File: src/rtl/beam_trigger_scaler.sv
// beam_trigger_scaler
//   Per-beam trigger scaler on the trigger clock. Each raw beam trigger goes
//   through a holdoff that can be changed at runtime. The qualified triggers
//   are counted over a programmable gate, in single-shot or continuous mode.
//   Saturating live counters are copied into a result bank at the end of
//   each gate. A registered read port serves the result bank.
//
// Ports
//   clk_i        trigger clock; all logic on the rising edge
//   rst_i        asynchronous, active-high reset
//   trig_i       raw per-beam trigger levels
//   trig_o       holdoff-qualified triggers (combinational from trig_i)
//   holdoff_i    holdoff length in cycles; applies live to all beams
//   period_i     gate length in cycles, sampled on start_i (0 acts as 1)
//   cont_i       1 = continuous gates, 0 = single shot; sampled on start_i
//   start_i      pulse: (re)start gating; wins over abort_i and over a snapshot
//   abort_i      pulse: return to idle, result bank untouched
//   busy_o       high while the gate FSM is not idle
//   done_o       one-cycle pulse in the cycle after the result bank updates
//   rd_stb_i     read request
//   rd_beam_i    beam index to read; out-of-range indices read as zero
//   rd_ack_o     read acknowledge, exactly one cycle after rd_stb_i
//   rd_dat_o     result count; valid with rd_ack_o, held until the next ack
//   rd_sat_o     result saturation flag; valid with rd_ack_o
//   dbg_state_o  current gate FSM state (IDLE=0, COUNT=1, SNAP=2)
//
// Read handshake: rd_stb_i has no ready. Every cycle with rd_stb_i high is
// one request, back-to-back included. Each request gets exactly one
// rd_ack_o pulse on the following cycle. rd_dat_o/rd_sat_o change only
// together with rd_ack_o.

module beam_trigger_scaler #(
  parameter int NBEAMS       = 2,
  parameter int COUNT_BITS   = 32,
  parameter int PERIOD_BITS  = 32,
  parameter int HOLDOFF_BITS = 8
) (
  input  logic                    clk_i,
  input  logic                    rst_i,
  input  logic [NBEAMS-1:0]       trig_i,
  output logic [NBEAMS-1:0]       trig_o,
  input  logic [HOLDOFF_BITS-1:0] holdoff_i,
  input  logic [PERIOD_BITS-1:0]  period_i,
  input  logic                    cont_i,
  input  logic                    start_i,
  input  logic                    abort_i,
  output logic                    busy_o,
  output logic                    done_o,
  input  logic                    rd_stb_i,
  input  logic [7:0]              rd_beam_i,
  output logic                    rd_ack_o,
  output logic [COUNT_BITS-1:0]   rd_dat_o,
  output logic                    rd_sat_o,
  output logic [1:0]              dbg_state_o
);

  typedef enum logic [1:0] {
    S_IDLE  = 2'd0,
    S_COUNT = 2'd1,
    S_SNAP  = 2'd2
  } state_t;

  localparam int IDX_W = (NBEAMS > 1) ? $clog2(NBEAMS) : 1;
  localparam logic [COUNT_BITS-1:0]   CNT_MAX    = '1;
  localparam logic [COUNT_BITS-1:0]   CNT_ONE    = 1;
  localparam logic [PERIOD_BITS-1:0]  PERIOD_ONE = 1;
  localparam logic [HOLDOFF_BITS-1:0] HOLD_ONE   = 1;

  state_t                  state;
  logic [PERIOD_BITS-1:0]  period_q;
  logic [PERIOD_BITS-1:0]  timer;
  logic                    cont_q;
  logic [COUNT_BITS-1:0]   live_cnt [NBEAMS];
  logic [COUNT_BITS-1:0]   result   [NBEAMS];
  logic [NBEAMS-1:0]       live_sat;
  logic [NBEAMS-1:0]       res_sat;
  logic [HOLDOFF_BITS-1:0] hold_cnt [NBEAMS];
  logic [IDX_W-1:0]        rd_idx;
  logic                    rd_in_range;

  assign busy_o      = (state != S_IDLE);
  assign dbg_state_o = state;

  // Holdoff: a beam qualifies only when its timer has run out. The timer
  // reloads on every qualified trigger, so holdoff H gives a spacing of H+1.
  always_comb begin
    trig_o = '0;
    for (int b = 0; b < NBEAMS; b++) begin
      trig_o[b] = trig_i[b] & (hold_cnt[b] == '0);
    end
  end

  always_ff @(posedge clk_i or posedge rst_i) begin
    if (rst_i) begin
      for (int b = 0; b < NBEAMS; b++) hold_cnt[b] <= '0;
    end else begin
      for (int b = 0; b < NBEAMS; b++) begin
        if (trig_o[b]) begin
          hold_cnt[b] <= holdoff_i;
        end else if (hold_cnt[b] != '0) begin
          hold_cnt[b] <= hold_cnt[b] - HOLD_ONE;
        end
      end
    end
  end

  // Gate FSM with the live counters and the result bank. SNAP is a single
  // dead-time cycle: no triggers are counted while the bank is loaded.
  always_ff @(posedge clk_i or posedge rst_i) begin
    if (rst_i) begin
      state    <= S_IDLE;
      period_q <= PERIOD_ONE;
      timer    <= '0;
      cont_q   <= 1'b0;
      live_sat <= '0;
      res_sat  <= '0;
      done_o   <= 1'b0;
      for (int b = 0; b < NBEAMS; b++) begin
        live_cnt[b] <= '0;
        result[b]   <= '0;
      end
    end else begin
      done_o <= 1'b0;
      if (start_i) begin
        state    <= S_COUNT;
        period_q <= (period_i == '0) ? PERIOD_ONE : period_i;
        cont_q   <= cont_i;
        timer    <= '0;
        live_sat <= '0;
        for (int b = 0; b < NBEAMS; b++) live_cnt[b] <= '0;
      end else if (abort_i) begin
        state <= S_IDLE;
      end else begin
        case (state)
          S_COUNT: begin
            for (int b = 0; b < NBEAMS; b++) begin
              if (trig_o[b]) begin
                if (live_cnt[b] == CNT_MAX) live_sat[b] <= 1'b1;
                else                        live_cnt[b] <= live_cnt[b] + CNT_ONE;
              end
            end
            // The last gate cycle is still counted before moving to SNAP.
            if (timer == period_q - PERIOD_ONE) state <= S_SNAP;
            else                                timer <= timer + PERIOD_ONE;
          end
          S_SNAP: begin
            res_sat <= live_sat;
            done_o  <= 1'b1;
            for (int b = 0; b < NBEAMS; b++) result[b] <= live_cnt[b];
            if (cont_q) begin
              state    <= S_COUNT;
              timer    <= '0;
              live_sat <= '0;
              for (int b = 0; b < NBEAMS; b++) live_cnt[b] <= '0;
            end else begin
              state <= S_IDLE;
            end
          end
          default: state <= S_IDLE;
        endcase
      end
    end
  end

  // Read port. A read in the SNAP cycle samples the bank on the same edge that
  // loads it, so it returns the pre-snapshot contents.
  assign rd_idx      = rd_beam_i[IDX_W-1:0];
  assign rd_in_range = ({1'b0, rd_beam_i} < 9'(NBEAMS));

  always_ff @(posedge clk_i or posedge rst_i) begin
    if (rst_i) begin
      rd_ack_o <= 1'b0;
      rd_dat_o <= '0;
      rd_sat_o <= 1'b0;
    end else begin
      rd_ack_o <= rd_stb_i;
      if (rd_stb_i) begin
        if (rd_in_range) begin
          rd_dat_o <= result[rd_idx];
          rd_sat_o <= res_sat[rd_idx];
        end else begin
          rd_dat_o <= '0;
          rd_sat_o <= 1'b0;
        end
      end
    end
  end

endmodule

File: config.mk
export PLATFORM = sky130hd
export DESIGN_NAME = beam_trigger_scaler
export DESIGN_NICKNAME = d
export VERILOG_FILES = /design/src/rtl/beam_trigger_scaler.sv
export SDC_FILE = /design/constraint.sdc
export NUM_CORES = 1
export LEC_CHECK = 0
export CORE_MARGIN = 4
export CORE_UTILIZATION = 30
export DETAILED_ROUTE_END_ITERATION = 10
export PLACE_DENSITY = 0.54
export SKIP_LAST_GASP = 1
export SLEW_MARGIN = 5
export SYNTH_ARGS = -nofsm -noshare
export SYNTH_HDL_FRONTEND = slang
export SYNTH_SLANG_ARGS = --single-unit
File: constraint.sdc
create_clock -name clk_i -period 9.4 [get_ports clk_i]
set_input_delay 0.94 -clock clk_i [delete_from_list [all_inputs] [get_ports clk_i]]
set_output_delay 0.94 -clock clk_i [all_outputs]
set_load 0.01 [all_outputs]
==> metrics.txt <==
status=completed; commonest non-fill, non-tap cells in the layout=dfrtp_1, mux2_2, clkdlybuf4s50_1, nor2_1, nand2_1; diodes inserted=0; Iteration-0 DRC Markers=410; placed cell areas=roughly 14000 um2; hold buffers post-CTS=0; R2R Setup Slk=just under 5000 ps; CP Capture Type=flip-flop; ys flop type=dfrtp_1; Synth-to-Final Area Change=19.5%; clk buf depth=3; crit share post-route=0.476; H-tree Lvls=1; syn nets=1247; worst-skew pair later-pin latency=570 ps; syn_area_per_cell=between 10 and 15 um2; Hold Crit Class=flip-flop to flip-flop; TritonRoute pass-1 iters=4; WP data required=roughly 10000 ps; vias=between 9000 and 10000; TritonCTS Sinks=250; overflow left after global routing=0; post-layout util=0.362; Gate power share=0.102; FP Rows=74; gp weighted congestion=roughly 0.8; largest net degree at the start of global routing=~120; Final Hold Viols=0; Max IR drop VDD=between 0.1 and 0.15 mV; PnR worst setup slack=4920 ps; Power Density=between 150 and 200 nW/um2; Least-Margin Pin Slew=1160 ps; P_leak=a little over 0.006 uW; multiplexer share of the synthesized area=0.120; Setup TNS=0 ps; sequential fraction of the synthesis area=0.506; clock network power share=0.430; port bufs=95; number of global-route vias before repair=a little over 9000; first-pass GRT wire length=just under 50000 um; Routed wire per std cell=roughly 16 um; worst hold margin=just over 500 ps; final instance area=between 10000 and 15000 um2; total CTS buffers=28; Core Area=between 40000 and 50000 um2; synth unique cells=60; drt total wl=roughly 30000 um; Slew HR=0.222; yosys warns=0; Clock Pin Slew Worst Setup and Hold Paths=60 ps; Critical Path AT=just under 5000 ps; most common cell after layout, fill and taps aside=dfrtp_1; clock root cell=clkbuf_16; crit path time final=approximately 4500 ps; CP Max Fanout=between 40 and 50; Setup-failing EPs final=0; register share of total power=0.469; CTS-repair resized insts=0; DRC viols=0; Die Y=~210 um; cell-internal power=around 1900 uW; adder and majority gate portion of the synthesized area=0.00607; GRT Total Usage=0.133; Worst Skew=about 19 ps; # IOs=96; Detail Route Antenna Nets=0; TritonCTS clock tree=built; number of flops mapped to enable cells by yosys=0; Setup Buffers After CTS=0; routed vias/inst=roughly 5.0; Syn Inst Count=1185; layout cells sized above 1=0.138; P_sw=around 650 uW; HPWL Detailed=about 20000 um; worst slack at placement=about 5000 ps; Net Sw Frac=0.257; initial antenna violation count=0; initial core utilization=0.303; Post-synth ARST share=1.00; RSZ-0062 raised after global routing=no; die area=44500 um2; die width=211 um; FMAX=0.223 GHz; fraction of synthesized cell area in xor and xnor cells=0.0722; critical path launch point type=flip-flop; nets@finish=~1300; Mapped Area=roughly 12000 um2; main combinational cell family by area after synthesis=simple AND/OR/NAND/NOR gates; Max-Cap Viols=0; max-slew violation count=0; Synth Area in Compound Gates=0.0927; Post-Synth Simple-Gate Area=0.169; Setup Crit Path Kind=flip-flop to flip-flop; Yosys reg bits=250
Yosys cell counts (all sizes together) (5+ instances only):
cell type | count | area [um2]
clkbuf | 38 | 143
nor3 | 25 | 125
inv | 56 | 210
and2 | 5 | 31.3
and3 | 18 | 113
a21oi | 46 | 234
o22ai | 35 | 219
or4 | 12 | 90.1
or2 | 6 | 37.5
o21ai | 52 | 275
o31ai | 9 | 67.6
nand3 | 45 | 225
buf | 14 | 72.6
nor4 | 30 | 206
dfrtp | 249 | 6230
mux2i | 37 | 370
nand2b | 15 | 93.8
xnor2 | 53 | 464
o211ai | 8 | 60.1
nand2 | 68 | 255
ha | 6 | 75.1
or3 | 28 | 175
mux2 | 99 | 1110
xor2 | 49 | 429
nand4 | 30 | 194
a31oi | 9 | 56.3
nor2 | 93 | 349
and4 | 9 | 78.8
through the flow:
step | cells | total power, uW
global placement | 1769 | 1470
detailed placement | 1769 | 1470
finish | 1818 | 2550
floorplan | 1185 | 1380
CTS | 1818 | 2590
global route | 1818 | 2680
cell type report:
cell class                      count  area [um2]
Inverter                           56         218
Sequential cell                   250        6260
Timing Repair Buffer              104        1010
Clock buffer                       40         836
Multi-Input combinational cell    827        5700
Tap cell                          532         666
Clock inverter                      9         100
Fill cell                        4035       26100
registers in the layout (all words and copies together) (netlist names):
register	cells
rd_ack_o	1
rd_dat_o	32
timer	32
live_cnt	64
res_sat	2
period_q	32
result	64
hold_cnt	16
done_o	1
live_sat	2
rd_sat_o	1
cont_q	1
dbg_state_o	2
routing by layer:
metal | routed length [um] | GRT usage | up-vias | share of wire
met5 | 0 | 0 | - | 0
met4 | 502 | 0.0320 | 0 | 0.017
met2 | 14100 | 0.221 | 142 | 0.48
met3 | 1300 | 0.0227 | 37 | 0.044
met1 | 13600 | 0.182 | 4516 | 0.46
li1 | - | - | 4417 | -
power by group through the flow:
stage / Sequential, uW / Clock, uW / Combinational (uW)
6_report: 1190 / 1090 / 259
5_1_grt: 1200 / 1180 / 297
4_1_cts: 1190 / 1140 / 264
3_5_place_dp: 1210 / 0 / 262
3_3_place_gp: 1210 / 0 / 257
2_1_floorplan: 1190 / 0 / 190
worst paths after layout:
path | startpoint | endpoint | cells past startpoint
worst max-delay path | period_q[7] | timer[5] | 9
worst min-delay path | hold_cnt[0] | hold_cnt[0] | 1
worst max register to register | period_q[7] | timer[5] | 9
worst min register to register | hold_cnt[0] | hold_cnt[0] | 1
max in group asynchronous | rst_i | timer[10] | 3
min in group asynchronous | rst_i | hold_cnt[0] | 2
critical path, stage by stage, from the launching register on:
cell and delay, ps:
dfrtp_1 440, or4_1 660, or4_1 720, o31ai_1 330
a211oi_1 130, nor4_2 340, nand4_2 450, o21ai_4 920
o21ai_0 200, a21oi_1 180
logic make-up after synthesis:
family,after synthesis
flops,250
simple gates,397
buf+inv,108
xor+xnor,102
compound gates,186
mux,136
fa+ha+maj,6
Power figures use the tool's default switching activity.
